`src/rtl/lcd_pixel_unpack_if.sv`:
```
// Pixel stream from the unpacker to the palette/formatter stage.
// master drives pixels; slave returns ready.
interface lcd_pixel_unpack_if #(
    parameter int PIXW = 24
);
    logic            pix_valid;
    logic            pix_ready;
    logic [PIXW-1:0] pix_data;
    logic            pix_first;

    modport master (
        output pix_valid,
        output pix_data,
        output pix_first,
        input  pix_ready
    );

    modport slave (
        input  pix_valid,
        input  pix_data,
        input  pix_first,
        output pix_ready
    );
endinterface

```
`src/rtl/lcd_pixel_unpack.sv`:
```
// LCD pixel unpacker: pops 32-bit words from the LCD FIFO and hands them
// out one pixel per transfer at 1/2/4/8/16/24 bits per pixel.
// Pixel mode and order are latched with each word, so software may change
// them while a word is being drained without corrupting it.
// The datapath is a simple state machine:
//   state      | meaning
//   empty      | hold_valid=0, waiting for a FIFO word
//   draining   | hold_valid=1, idx selects the pixel being offered
module lcd_pixel_unpack #(
    parameter int PIXW = 24
) (
    input  logic                      HCLK,
    input  logic                      HRESET,
    input  logic                      en,
    input  logic [2:0]                bpp,
    input  logic                      bepo,
    input  logic                      flush,
    input  logic                      fifoempty,
    input  logic [31:0]               rdata,
    output logic                      pull,
    output logic                      underflow,
    lcd_pixel_unpack_if.master        pix
);

    logic [31:0] hold;
    logic        hold_valid;
    logic [4:0]  idx;
    logic [2:0]  mode_q;
    logic        bepo_q;
    logic        armed;

    logic        wide_mode;
    logic [4:0]  last_idx;
    logic [4:0]  width_m1;
    logic [23:0] pix_mask;
    logic [4:0]  lsb_pos;
    logic [4:0]  shift;
    logic [23:0] pix_sel;
    logic        accept;
    logic        last;
    logic        uf_set;

    // Modes 6 and 7 fall back to 24bpp: one pixel per word from bits 23:0.
    assign wide_mode = (mode_q >= 3'd5);

    // Per-mode pixel width (minus one), mask and index of the word's last pixel.
    always_comb begin
        last_idx = 5'd0;
        width_m1 = 5'd0;
        pix_mask = 24'hFF_FFFF;
        case (mode_q)
            3'd0: begin last_idx = 5'd31; width_m1 = 5'd0;  pix_mask = 24'h00_0001; end
            3'd1: begin last_idx = 5'd15; width_m1 = 5'd1;  pix_mask = 24'h00_0003; end
            3'd2: begin last_idx = 5'd7;  width_m1 = 5'd3;  pix_mask = 24'h00_000F; end
            3'd3: begin last_idx = 5'd3;  width_m1 = 5'd7;  pix_mask = 24'h00_00FF; end
            3'd4: begin last_idx = 5'd1;  width_m1 = 5'd15; pix_mask = 24'h00_FFFF; end
            default: begin
                last_idx = 5'd0;
                width_m1 = 5'd0;
                pix_mask = 24'hFF_FFFF;
            end
        endcase
    end

    // Bit position of the selected pixel's LSB inside the held word.
    // idx never exceeds last_idx, so idx << mode stays below 32.
    always_comb begin
        lsb_pos = wide_mode ? 5'd0 : (idx << mode_q);
        shift   = lsb_pos;
        if (bepo_q && !wide_mode) begin
            // Pixel 0 sits at the top: LSB = 31 - idx*w - (w-1).
            shift = 5'd31 - lsb_pos - width_m1;
        end
        pix_sel = 24'(hold >> shift) & pix_mask;
    end

    assign accept = hold_valid && pix.pix_ready;
    assign last   = accept && (idx == last_idx);

    // A new word may be pulled into an empty holder or on the same edge the
    // final pixel of the current word is taken, giving back-to-back words.
    assign pull   = !flush && en && !fifoempty && (!hold_valid || last);

    assign uf_set = armed && en && pix.pix_ready && !hold_valid && fifoempty;

    assign pix.pix_valid = hold_valid;
    assign pix.pix_first = hold_valid && (idx == 5'd0);
    assign pix.pix_data  = hold_valid ? PIXW'(pix_sel) : '0;

    // Word data register; qualified by hold_valid so it needs no reset.
    always_ff @(posedge HCLK) begin
        if (pull && !HRESET) begin
            hold <= rdata;
        end
    end

    // Control state: reset beats flush, flush beats load/advance.
    always_ff @(posedge HCLK) begin
        if (HRESET) begin
            hold_valid <= 1'b0;
            idx        <= 5'd0;
            armed      <= 1'b0;
            underflow  <= 1'b0;
            mode_q     <= 3'd5;
            bepo_q     <= 1'b0;
        end else if (flush) begin
            hold_valid <= 1'b0;
            idx        <= 5'd0;
            armed      <= 1'b0;
            underflow  <= 1'b0;
        end else begin
            if (pull) begin
                hold_valid <= 1'b1;
                idx        <= 5'd0;
                mode_q     <= bpp;
                bepo_q     <= bepo;
                armed      <= 1'b1;
            end else if (last) begin
                hold_valid <= 1'b0;
            end else if (accept) begin
                idx <= idx + 5'd1;
            end
            if (uf_set) begin
                underflow <= 1'b1;
            end
        end
    end

    // The FIFO must never be popped while it reports empty.
    always_ff @(posedge HCLK) begin
        if (!HRESET) begin
            assert (!(pull && fifoempty)) else $error("pull asserted with empty FIFO");
        end
    end

endmodule

```
`src/flat_wrapper.sv`:
```
// flat-port wrapper written by rule: the top's interface ports become plain ports
module lcd_pixel_unpack_flat 
#(
    parameter int PIXW = 24
)
  (HCLK, HRESET, en, bpp, bepo, flush, fifoempty, rdata, pull, underflow, pix_pix_valid, pix_pix_data, pix_pix_first, pix_pix_ready);
  lcd_pixel_unpack_if #(.PIXW(PIXW)) pix_i ();
  input  logic HCLK;
  input  logic HRESET;
  input  logic en;
  input  logic [2:0] bpp;
  input  logic bepo;
  input  logic flush;
  input  logic fifoempty;
  input  logic [31:0] rdata;
  output logic pull;
  output logic underflow;
  output wire logic [$bits(pix_i.pix_valid)-1:0] pix_pix_valid;
  output wire logic [$bits(pix_i.pix_data)-1:0] pix_pix_data;
  output wire logic [$bits(pix_i.pix_first)-1:0] pix_pix_first;
  input wire logic [$bits(pix_i.pix_ready)-1:0] pix_pix_ready;
  assign pix_pix_valid = pix_i.pix_valid;
  assign pix_pix_data = pix_i.pix_data;
  assign pix_pix_first = pix_i.pix_first;
  assign pix_i.pix_ready = pix_pix_ready;
  lcd_pixel_unpack #(.PIXW(PIXW)) u_core (.HCLK(HCLK), .HRESET(HRESET), .en(en), .bpp(bpp), .bepo(bepo), .flush(flush), .fifoempty(fifoempty), .rdata(rdata), .pull(pull), .underflow(underflow), .pix(pix_i));
endmodule
```
`config.mk`:
```
export PLATFORM = sky130hd
export DESIGN_NAME = lcd_pixel_unpack_flat
export DESIGN_NICKNAME = d
export VERILOG_FILES = /design/src/rtl/lcd_pixel_unpack_if.sv /design/src/rtl/lcd_pixel_unpack.sv /design/src/flat_wrapper.sv
export SDC_FILE = /design/constraint.sdc
export NUM_CORES = 1
export LEC_CHECK = 0
export BUFFER_PORTS_ARGS = -buffer_cell sky130_fd_sc_hd__buf_2
export CAP_MARGIN = 20
export CORE_ASPECT_RATIO = 1.1
export CORE_UTILIZATION = 60
export CTS_CLUSTER_DIAMETER = 40
export DETAILED_ROUTE_END_ITERATION = 10
export GPL_ROUTABILITY_DRIVEN = 0
export PLACE_DENSITY = 0.95
export SLEW_MARGIN = 20
export SYNTH_ARGS = -nofsm -noshare
export SYNTH_HDL_FRONTEND = slang
export SYNTH_SLANG_ARGS = --single-unit
```
`constraint.sdc`:
```
create_clock -name HCLK -period 7.4 [get_ports HCLK]
set_input_delay 1.11 -clock HCLK [delete_from_list [all_inputs] [get_ports HCLK]]
set_output_delay 1.11 -clock HCLK [all_outputs]
set_load 0.01 [all_outputs]
```
## Yosys cells after proc, flatten, opt, wreduce, memory -nomap -nowiden

Cells that the tools add are included.

| word-level totals | value |
|---|---|
| input bits | 42 |
| output and inout port bits | 28 |
| register bits after elaboration | 44 |
| word-level logic and storage cells | 54 |

| operators by class | value |
|---|---|
| $add $sub $neg | 3 |
| magnitude comparators | 1 |
| bitwise logic cells | 3 |
| multiplexer cells | 8 |
| shifts and indexed selects | 2 |
| reductions and logical operators | 25 |
| equal/unequal tests | 5 |

Operator list:

| cell | count |
|---|---|
| $pmux W24 S5 | 1 |
| $shr A32 B5 Y24 | 1 |
| $pmux W5 S5 | 1 |
| $and A24 B24 Y24 | 1 |
| $mux W24 | 1 |
| $pmux W4 S4 | 1 |
| $logic_and A1 B1 Y1 | 12 |
| $mux W5 | 2 |
| $eq A3 B2 Y1 const B | 2 |
| $add A5 B1 Y5 const B | 1 |
| $eq A5 B5 Y1 | 1 |
| $logic_not A1 Y1 | 5 |
| $logic_not A5 Y1 | 1 |
| $shl A5 B3 Y5 | 1 |
| $sub A5 B4 Y5 | 1 |
| $sub A5 B5 Y5 const A | 1 |
| $reduce_and A2 Y1 | 2 |
| $eq A3 B1 Y1 const B | 1 |
| $eq A3 B3 Y1 const B | 1 |
| $ge A3 B3 Y1 const B | 1 |
| $logic_not A3 Y1 | 1 |
| $reduce_or A3 Y1 | 1 |
| $mux W1 | 2 |
| $not A1 Y1 | 2 |
| other kinds (3) | 3 |

## Depth between registers and ports, before layout

| logic depth | value |
|---|---|
| depth after elaboration | 8 |
| mapped depth | 17 |
| mapped depth without buffers | 13 |

## Least setup slack after synthesis

No wires, ideal clock.

| timing path | value |
|---|---|
| path kind | reg-to-output |
| from | register u_core.mode_q[2] |
| to | output pix_pix_data[15] |
| required time | 6.290 ns |
| cell stages (with the launch flop) | 15 |
| setup slack | 2.981 ns |
| data arrival time | 3.309 ns |
| path buffers | 5 |
| path through | dfxtp_1 buf_6 buf_4 clkbuf_1 nor3_1 ha_1 fa_1 xor2_1 a211oi_1 nand2_1 buf_2 clkbuf_1 o31ai_1 a21oi_1 nor3_1 |

| between the ends | value |
|---|---|
| cells in the longest elaborated chain, start to end | 8 |
| elaborated cells between the ends (all ways) | 18 |
| classes of those cells | 2 x add/sub; 1 x order compare; 4 x eq/ne; 2 x shift; 5 x mux; 1 x bitwise; 3 x reduce/logical |

Ends and longest elaborated chain:

| item | RTL line | RTL |
|---|---|---|
| start: declaration | lcd_pixel_unpack.sv:28 | `logic [2:0] mode_q;` |
| start signal: assignment | lcd_pixel_unpack.sv:115 | `mode_q <= bpp;` |
| $ge A3 B3 Y1 or $shl A5 B3 Y5 (tied branches) | lcd_pixel_unpack.sv:44, lcd_pixel_unpack.sv:68 |  |
| $mux W5 | lcd_pixel_unpack.sv:68 | `lsb_pos = wide_mode ? 5'd0 : (idx << mode_q);` |
| $sub A5 B5 Y5 | lcd_pixel_unpack.sv:72 | `shift = 5'd31 - lsb_pos - width_m1;` |
| $sub A5 B4 Y5 | lcd_pixel_unpack.sv:72 |  |
| $mux W5 | lcd_pixel_unpack.sv:70 | `if (bepo_q && !wide_mode) begin` |
| $shr A32 B5 Y24 | lcd_pixel_unpack.sv:74 | `pix_sel = 24'(hold >> shift) & pix_mask;` |
| $and A24 B24 Y24 (*) | lcd_pixel_unpack.sv:74 |  |
| $mux W24 (*) | lcd_pixel_unpack.sv:88 | `assign pix.pix_data = hold_valid ? PIXW'(pix_sel) : '0;` |
| end: declaration | flat_wrapper.sv:19 | `output wire logic [$bits(pix_i.pix_data)-1:0] pix_pix_data;` |

Mark *: on every way between the ends. The rest lies on a longest branch, timed or not.

## Final worst setup path

| timing path | value |
|---|---|
| from | register u_core.mode_q[2] |
| to | output pix_pix_data[5] |

Same word-level chain as after synthesis.

==> summary by stage <==
Outcome
The run finished with clean final reports.

Worst setup path
Broken down by cell family, the worst path's largest delay share belongs to compound AO/OA/AOI/OAI gates. The category of the most critical setup path is flop to output pin. The startpoint of the worst-slack reg-to-reg timing path is u_core.mode_q[2]. STA puts the critical path data arrival time at 4.85 ns. The largest fanout of any net on the critical path is 30.

The startpoint type of the worst setup path is a flop. The startpoint of the worst setup timing path is u_core.mode_q[2]. The required time of the worst setup path is 6.29 ns.

The cell that appears most often on the critical path is sky130_fd_sc_hd__o221ai_1. The signal on the critical path passes through o21a_1 > nor2_1 > ha_1 > fa_1 > xor2_1 > a211oi_1 > and2_1 > mux2i_1 > mux2_2 > o221ai_1 > a21oi_1 > o221ai_1 > buf_2. The largest single stage delay on the critical path is 0.95 ns. The largest individual stage delay along the critical path comes from the cell sky130_fd_sc_hd__dfxtp_1. The worst setup path is captured at an output pin. The number of buffers and inverters on the critical path is 1.

Floorplan
During I/O placement, the number of pins put on the boundary was 70. The chip width is 78.8 µm. The starting density of the core is 0.626. The placeable core area is 6230 µm². The overall die height is 86.5 µm.

The initialized floorplan defines 30 standard-cell rows. The total die area is 6820 µm².

Global routing
For this run, global-route usage on met2 was measured as 0.495. In the global route stage, overall resource usage came out at 0.307. The number of global-route vias before repair is 3516.

The layer flagged by global routing as most heavily used is met2. The wire length of the first global-routing pass is 16300 µm. The maximum number of pins on one net before global-route repair is 33. For met1 alone, demand over resource in global routing was 0.365. The initial antenna violation count is 0.

The final global-route overflow total is 0. In the global route stage, met3 resource usage came out at 0.0737.

Clock tree
The number of buffers inserted during clock tree synthesis is 5. The number of sinks handled by clock tree synthesis is 44. TritonCTS built the clock tree. The post-cts gate resize count is 0. No sink is reached through more buffers than the 2 on the longest clock path. The root buffer cell chosen for the clock tree is sky130_fd_sc_hd__clkbuf_8. In this run the number of H-tree levels came out at 2.

After clock tree synthesis, the clock-pin slew on the worst setup and hold paths is 0.08 ns. In this run the post-CTS setup repair buffer count came out at 0. Buffers inserted to repair hold after CTS numbered 0. The clock reaches the later pin of the worst-skew pair after 0.30 ns.

Cells and area
Once layout is complete, the utilization of the core stands at 0.683. The repair_antennas step left the layout with diodes totalling 0. The final layout contains 528 nets. In the final layout, the share of cells above drive strength 1 is 0.219.

The area growth from synthesis to layout is 9.21%. The finished cells cover 4260 µm².

STA
The final-report max-slew violation count was 0. The worst path meets setup with 1.44 ns of slack. Measured against its own limit, the worst slew margin works out to 0.364. The number of failing hold endpoints at the final stage was 0. Setup repair after global routing left no endpoint under its margin.

The highest clock frequency the design can meet is 168 MHz. The worst path needs 5.96 ns of the cycle, external delays included. Dividing the final minimum period by the clock period gives 0.806. The actual transition at the worst max-transition pin is 0.953 ns. The aggregate negative setup slack is 0 ns. The setup-violating endpoint count in the final report is 0. The clock arrives with 0.00316 ns of skew.

Flow run
The number of max-cap violations is 0.

Hold path
The origin of the worst min-delay path is u_core.armed. The class of the tightest hold or removal check is flop to flop.

Route
Using the TritonRoute via totals, the vias-per-cell ratio works out to 6.59. After the first detailed-routing iteration, the DRC count stood at 376. Once detail routing completed, the nets flagged for antenna violations numbered 0. The remaining routing DRC violations is 0. Across all layers, the routed design uses 3689 vias.

The total wire length is 10000 µm. The per-cell routed wire length is 17.9 µm. Before antenna repair, the detailed router went through 5 iterations.

Placed design
After detailed placement, the total cell area comes to 4160 µm². The worst slack after detailed placement is 1.94 ns. The final HPWL from detailed placement is 7270 µm. In this run the tool buffered the top-level ports with 69 buffer cells.

Synth
The net count of the mapped netlist is 484. After synthesis, the mean cell area works out to 8.96 µm². The async set-or-reset flop fraction in the synthesized netlist is 0. The number of enable-type register cells in the synthesized netlist is 32. The post-synthesis cell type count is 65. The share of the yosys chip area belonging to registers is 0.308.

The primary flip-flop cell chosen by synthesis mapping is sky130_fd_sc_hd__edfxtp_1. In this run the cell area of the synthesized design comes to 3900 µm². The count of state elements after synthesis is 44. The cell count after synthesis is 435.

The total number of yosys warnings is 0.

Power and ir drop
The total power per unit cell area is 120 nW/µm². After layout, the design draws a total of 513 µW. The analysis attributes to cell leakage a power of 0.00184 µW. Across the VDD grid, the largest voltage drop is 110 µV.
-- registers in the layout, indices dropped and copies added, names as in the netlist --
signal and cells:
u_core.armed 1, u_core.bepo_q 1, u_core.hold 32, u_core.idx 5, u_core.mode_q 3, u_core.pix.pix_valid 1
u_core.underflow 1
-- layer usage --
layer  share of wire  wire, µm  vias to the layer above
li1                -         -                     1683
met1            0.37      3760                     1712
met2            0.48      4790                      221
met3           0.083       831                       71
met4           0.062       624                        2
met5          0.0023        23                        -
-- area by class of cell --
class | instances | area, µm²
inverter | 9 | 33.8
clock buffer | 8 | 101
timing repair buffer | 73 | 375
sequential | 44 | 1200
tap | 80 | 100
fill | 465 | 1970
multi-input combinational | 346 | 2440
-- synth_stat cells, types with 2 or more instances --
master / instances / share of area
sky130_fd_sc_hd__a211o_1: 4 / 0.0090
sky130_fd_sc_hd__a211oi_1: 7 / 0.013
sky130_fd_sc_hd__a21o_1: 3 / 0.0058
sky130_fd_sc_hd__a21oi_1: 22 / 0.028
sky130_fd_sc_hd__a22o_1: 2 / 0.0045
sky130_fd_sc_hd__a22oi_1: 5 / 0.0096
sky130_fd_sc_hd__a31o_1: 2 / 0.0045
sky130_fd_sc_hd__a31oi_1: 4 / 0.0064
sky130_fd_sc_hd__a32o_1: 5 / 0.013
sky130_fd_sc_hd__and2_0: 2 / 0.0032
sky130_fd_sc_hd__and2_1: 2 / 0.0032
sky130_fd_sc_hd__and3_1: 4 / 0.0064
sky130_fd_sc_hd__buf_1: 2 / 0.0019
sky130_fd_sc_hd__buf_2: 8 / 0.010
sky130_fd_sc_hd__buf_4: 5 / 0.0096
sky130_fd_sc_hd__buf_6: 6 / 0.017
sky130_fd_sc_hd__clkbuf_1: 14 / 0.013
sky130_fd_sc_hd__dfxtp_1: 12 / 0.062
sky130_fd_sc_hd__edfxtp_1: 32 / 0.25
sky130_fd_sc_hd__ha_1: 6 / 0.019
sky130_fd_sc_hd__inv_1: 9 / 0.0087
sky130_fd_sc_hd__mux2_2: 14 / 0.040
sky130_fd_sc_hd__mux2i_1: 71 / 0.18
sky130_fd_sc_hd__nand2_1: 51 / 0.049
sky130_fd_sc_hd__nand2b_1: 5 / 0.0080
sky130_fd_sc_hd__nand3_1: 10 / 0.013
sky130_fd_sc_hd__nand4_1: 3 / 0.0048
sky130_fd_sc_hd__nor2_1: 42 / 0.040
sky130_fd_sc_hd__nor2b_1: 5 / 0.0080
sky130_fd_sc_hd__nor3_1: 14 / 0.018
sky130_fd_sc_hd__nor4_1: 2 / 0.0032
sky130_fd_sc_hd__nor4b_1: 2 / 0.0045
sky130_fd_sc_hd__o211ai_1: 4 / 0.0077
sky130_fd_sc_hd__o21a_1: 2 / 0.0039
sky130_fd_sc_hd__o21ai_0: 12 / 0.015
sky130_fd_sc_hd__o221ai_1: 2 / 0.0045
sky130_fd_sc_hd__o2bb2ai_1: 2 / 0.0045
sky130_fd_sc_hd__or2_2: 3 / 0.0048
sky130_fd_sc_hd__or3_1: 2 / 0.0032
sky130_fd_sc_hd__xnor2_1: 5 / 0.011
sky130_fd_sc_hd__xor2_1: 4 / 0.0090
-- final timing paths --
path | end | slack, ns | depth (start not counted)
min reg2reg | u_core.armed | 0.49 | 1
max | pix_pix_data[5] | 1.44 | 13
min | u_core.armed | 0.49 | 1
max reg2reg | u_core.hold[2] | 4.24 | 8
-- cells by family after synthesis --
group / after synthesis / synth area share
and+or+nand+nor: 154 / 0.186
AOI/OAI and AO/OA: 90 / 0.168
muxes: 86 / 0.229
buffers and inverters: 45 / 0.0652
DFF: 44 / 0.308
xor gates and xnor gates: 9 / 0.0202
adders and majority gates: 7 / 0.0244
-- worst reg2reg max path, delay by kind of cell (launching register included) --
family | cells | cell delay (ns)
AND/OR/NAND/NOR | 3 | 0.75
buffers and inverters | 1 | 0.35
flip-flops | 1 | 0.95
AO/OA/AOI/OAI | 4 | 0.74
-- cell usage in the layout, fill, tap and decap left out, types with 12 or more instances in the layout --
| cell type | netlist | final |
|---|---|---|
| sky130_fd_sc_hd__a21oi_1 | 22 | 22 |
| sky130_fd_sc_hd__buf_2 | 8 | 69 |
| sky130_fd_sc_hd__dfxtp_1 | 12 | 12 |
| sky130_fd_sc_hd__edfxtp_1 | 32 | 32 |
| sky130_fd_sc_hd__mux2_2 | 14 | 14 |
| sky130_fd_sc_hd__mux2i_1 | 71 | 71 |
| sky130_fd_sc_hd__nand2_1 | 51 | 51 |
| sky130_fd_sc_hd__nor2_1 | 42 | 41 |
| sky130_fd_sc_hd__nor3_1 | 14 | 14 |
| sky130_fd_sc_hd__o21ai_0 | 12 | 12 |
-- per-stage QoR --
step | cells | hold WS, ns
floorplan | 435 | 0.441
global placement | 552 | 0.451
detailed placement | 552 | 0.466
CTS | 560 | 0.485
global route | 560 | 0.503
finish | 560 | 0.486
-- where the power goes --
group,switching (µW),leakage [µW],internal [µW]
Sequential,8.55,0.000388,269
Combinational,38.3,0.00140,30.3
Clock,78.9,0.0000506,87.4
Note: power is estimated with default switching activity, not from simulation.
